File: src/rtl/fifo_rd_stream_adapter.sv
// Turns a 1-cycle-latency FIFO read port into a valid/ready stream: rden at N gives a word at N+2, then 1 word/cycle.
// Reads are issued only while buffered plus in-flight words stay below two, so any amount of m_ready backpressure is absorbed without loss.
module fifo_rd_stream_adapter #(
    parameter int DATA_W = 8,
    parameter int CNT_W  = 16
) (
    input  logic              clk,
    input  logic              rst,
    input  logic              fifo_empty,
    input  logic [DATA_W-1:0] fifo_rdata,
    output logic              fifo_rden,
    output logic              m_valid,
    output logic [DATA_W-1:0] m_data,
    input  logic              m_ready,
    output logic [CNT_W-1:0]  words_out
);

    typedef enum logic [1:0] {
        EMPTY = 2'd0,
        ONE   = 2'd1,
        TWO   = 2'd2
    } occ_e;

    occ_e              occ_q, occ_d;
    logic              inflight_q;
    logic              valid_q;
    logic [DATA_W-1:0] slot0_q, slot0_d;
    logic [DATA_W-1:0] slot1_q, slot1_d;
    logic [CNT_W-1:0]  words_q;

    logic       pop;
    logic       arrive;
    logic [2:0] pending;

    assign pop    = valid_q && m_ready;
    assign arrive = inflight_q;

    // Words that will occupy the buffer once the in-flight read lands, net of this cycle's pop.
    assign pending   = {1'b0, occ_q} + {2'b00, inflight_q} - {2'b00, pop};
    assign fifo_rden = !rst && !fifo_empty && (pending < 3'd2);

    always_comb begin
        occ_d   = occ_q;
        slot0_d = slot0_q;
        slot1_d = slot1_q;
        unique case (occ_q)
            EMPTY: begin
                if (arrive) begin
                    slot0_d = fifo_rdata;
                    occ_d   = ONE;
                end
            end
            ONE: begin
                if (arrive && pop) begin
                    slot0_d = fifo_rdata;
                end else if (arrive) begin
                    slot1_d = fifo_rdata;
                    occ_d   = TWO;
                end else if (pop) begin
                    occ_d = EMPTY;
                end
            end
            TWO: begin
                if (pop) begin
                    slot0_d = slot1_q;
                    occ_d   = ONE;
                end
            end
            default: occ_d = EMPTY;
        endcase
    end

    always_ff @(posedge clk) begin
        if (rst) begin
            occ_q      <= EMPTY;
            inflight_q <= 1'b0;
            valid_q    <= 1'b0;
            slot0_q    <= '0;
            slot1_q    <= '0;
            words_q    <= '0;
        end else begin
            occ_q      <= occ_d;
            inflight_q <= fifo_rden;
            valid_q    <= (occ_d != EMPTY);
            slot0_q    <= slot0_d;
            slot1_q    <= slot1_d;
            words_q    <= words_q + CNT_W'(pop);
        end
    end

    assign m_valid   = valid_q;
    assign m_data    = slot0_q;
    assign words_out = words_q;

endmodule
File: config.mk
export PLATFORM = sky130hd
export DESIGN_NAME = fifo_rd_stream_adapter
export DESIGN_NICKNAME = d
export VERILOG_FILES = /design/src/rtl/fifo_rd_stream_adapter.sv
export SDC_FILE = /design/constraint.sdc
export NUM_CORES = 1
export LEC_CHECK = 0
export ABC_AREA = 1
export CAP_MARGIN = 15
export CORE_MARGIN = 1
export CORE_UTILIZATION = 30
export DETAILED_ROUTE_END_ITERATION = 10
export PLACE_DENSITY = 0.61
export SYNTH_ARGS = -nofsm -noshare
export SYNTH_HDL_FRONTEND = slang
export SYNTH_SLANG_ARGS = --single-unit
File: constraint.sdc
create_clock -name clk -period 1.7 [get_ports clk]
set_input_delay 0.255 -clock clk [delete_from_list [all_inputs] [get_ports clk]]
set_output_delay 0.255 -clock clk [all_outputs]
set_load 0.005 [all_outputs]
==> flow_summary.yaml, run 1 <==
sta:
  slew_headroom: 0.713
  highest_clock_rate_mhz: 453
  hold-worst-slack_ns: 0.444
  max_slew.worst_pin.slew_ns: 0.429
  rsz0062_at_grt: "yes"
  final.setup.worst_slack_ns: -0.506
  layout_worst_path_cycle_share: 1.30
  clock-skew-final_ns: 0.00420
  post-route-min-period_ns: 2.21
  count_of_final_hold_check_violations: 0
  final-max-slew-violation-count: 0
  setup-violations-final: 2
clock_network:
  clk_latency_ns: 0.28
  cts.htree.levels: 2
  clockBufferDepth: 2
  cts_tree: "yes"
  root_buffer: "sky130_fd_sc_hd__clkbuf_8"
  hold_buffers: 0
  clock_sinks: 36
  tritoncts.num_buffers: 5
  cts.clk_slew.worst_paths_ns: 0.07
floorplan:
  fp.dieH_um: 77.4
  floorplan.die_area_sq_um: 5990
  num_io_pins: 38
  rows: 27
  floorplan.die.width_um: 77.4
  initial_core_util: 0.310
  core_region_area_sq_um: 5510
logic_synthesis:
  synthesis.area_per_instance_sq_um: 7.02
  synth_warnings: 0
  syn_area_sq_um: 1710
  yosys.cell_types.count: 26
  synth_fp_nets: 259
  synth-seq-cells: 36
  syn-instance-count: 243
  sequential_area_share_after_synthesis: 0.422
setup_path:
  worstRegToRegCells: 10
  category_of_the_most_critical_setup_path: "flip-flop to output pin"
  setup.worst_path.start_class: "flip-flop"
  worst-endpoint-required_ns: 1.44
  critical_path_arrival_ns: 1.95
  setup.reg_to_reg.worst_slack_ns: -0.35
  path_max_fanout: 2
  crit_end_element: "output pin"
routing:
  via_per_inst: 4.53
  ant_nets: 0
  detail_route.drc_violations: 0
  avgRoutedWirePerCell_um: 10.7
  vias: 1684
  detail_route.first_pass.iterations: 4
  routed_wl_um: 4000
  drt_first_iter_violations: 65
power_and_ir_drop:
  cellPowerDensity_nw_per_um2: 1110
  vdd.ir_drop.worst_mv: 0.778
  report.power.total_mw: 2.72
  static-leakage-power_nw: 0.993
global_route:
  via_count_of_the_first_global_routing_pass: 1679
  grt_overflow: 0
  global_router_s_overall_resource_usage: 0.153
  pin_count_of_the_biggest_net_entering_global_routing: 20
  grt_first_pass_wirelength_um: 7340
  antenna_found_initial: 0
min_path:
  worstHoldPathCells: 2
  holdCritPathClass: "flip-flop to flip-flop"
placement:
  globalplace.congestion: 0.821
  port-buffer-count: 37
  place_worst_setup_slack_ns: -1.05
  placedCellCount: 360
  detailedPlacementHpwl_um: 2890
cells_and_area:
  finalNonFillerCells: 372
  final_layout_size_suffix_gt1_frac: 0.157
  num_antenna_cells: 0
  nNetsFinal: 315
  area_growth_pct: 44.1
  num-fill-cells: 583
flow_run:
  max-cap-violations: 0
run_status:
  violations: "setup timing"
  status: "finished, violations left"
[final timing paths]
path,startpoint,to
worst max-delay path,m_valid,fifo_rden
worst min-delay path,slot1_q[0],slot1_q[0]
worst max register to register,m_valid,arrive
worst min register to register,slot1_q[0],slot1_q[0]
[layer usage]
layer  share of wire  track usage
met1            0.48        0.178
met2            0.48        0.267
met3           0.037       0.0388
met4           0.010       0.0585
met5               0            0
[critical path, stage by stage (launching register included)]
cell                      delay, ns
sky130_fd_sc_hd__dfxtp_2       0.35
sky130_fd_sc_hd__nand2_4       0.05
sky130_fd_sc_hd__ha_4          0.20
sky130_fd_sc_hd__or2_4         0.24
sky130_fd_sc_hd__fa_1          0.50
sky130_fd_sc_hd__nand2_2       0.07
sky130_fd_sc_hd__nor3_2        0.13
sky130_fd_sc_hd__buf_2         0.13
[power by group]
part	switching, mW	total, mW	internal [mW]	leakage, nW
Combinational	0.544	1.05	0.501	0.655
Clock	0.296	0.626	0.331	0.0455
Sequential	0.0803	1.05	0.973	0.292
[sequential cells by signal, indices dropped and copies added, names as in the netlist]
| name | flops |
|---|---|
| arrive | 1 |
| m_valid | 1 |
| words_out | 16 |
| slot1_q | 8 |
| m_data | 8 |
| occ_q | 2 |
[metrics by stage]
stage,utilization,setup TNS [ns],cell area (sq um)
after global placement,0.411,-5.59,2260
after floorplan,-,-0.123,1740
after CTS,0.440,-0.795,2420
final,0.447,-0.860,2460
after global routing,0.447,-1.04,2460
after detailed placement,0.411,-5.75,2260
[synth_stat cells (all sizes together)]
master / n / area (sq um)
nand4: 9 / 56.3
and3: 1 / 6.26
dfxtp: 36 / 721
a21oi: 17 / 88.8
xor2: 2 / 17.5
nor3: 6 / 30.0
nor2: 42 / 165
xnor2: 1 / 8.76
fa: 1 / 20.0
or2: 1 / 6.26
inv: 29 / 109
o21a: 1 / 7.51
ha: 3 / 37.5
o21ai: 14 / 81.3
nand3: 17 / 97.6
buf: 4 / 25.0
nand2: 58 / 225
clkbuf: 1 / 3.75
[repair_timing]
item                                    in CTS  in global routing
gates resized for setup                     15                  9
hold endpoints to repair                     0                  0
buffers inserted                             5                  1
pin swaps                                    4                  2
endpoints found under the setup margin      13                 12
[final cells by class]
cell class                 count  area (sq um)  share of cell area
timing repair buffer          54           503               0.204
inverter                      29           111              0.0453
multi-input combinational    173           943               0.384
tap                           72          90.1              0.0366
clock buffer                   8          90.1              0.0366
sequential                    36           722               0.293
[logic make-up after synthesis]
family / share of synthesized area
adder cells (fa/ha/maj): 0.0337
AND/OR/NAND/NOR: 0.344
buffers and inverters: 0.0806
AO/OA/AOI/OAI: 0.104
flip-flops: 0.422
XOR/XNOR: 0.0154
[placed cells by master, fill, tap and decap left out, types with 2 or more instances in the layout]
| master | count |
|---|---|
| sky130_fd_sc_hd__nor2_1 | 39 |
| sky130_fd_sc_hd__dfxtp_1 | 35 |
| sky130_fd_sc_hd__nand4_1 | 9 |
| sky130_fd_sc_hd__xor2_1 | 2 |
| sky130_fd_sc_hd__nand3_1 | 14 |
| sky130_fd_sc_hd__ha_4 | 3 |
| sky130_fd_sc_hd__nand2_4 | 2 |
| sky130_fd_sc_hd__buf_6 | 3 |
| sky130_fd_sc_hd__inv_1 | 27 |
| sky130_fd_sc_hd__nand3_4 | 2 |
| sky130_fd_sc_hd__nor3_2 | 2 |
| sky130_fd_sc_hd__clkdlybuf4s50_1 | 35 |
| sky130_fd_sc_hd__nand2_2 | 4 |
| sky130_fd_sc_hd__o21ai_0 | 13 |
| sky130_fd_sc_hd__nor2_4 | 2 |
| sky130_fd_sc_hd__nor3_1 | 4 |
| sky130_fd_sc_hd__nand2_1 | 52 |
| sky130_fd_sc_hd__a21oi_1 | 16 |
| sky130_fd_sc_hd__clkbuf_1 | 2 |
| sky130_fd_sc_hd__buf_4 | 14 |
| sky130_fd_sc_hd__clkbuf_8 | 6 |
Power figures use the tool's default switching activity.
==> run 2, diff against run 1 <==
- CAP_MARGIN: 15 -> 20
- CORE_MARGIN: 1 -> default
==> results of run 2 <==
No change in the layout: final DEF, timing and power equal those of run 1.
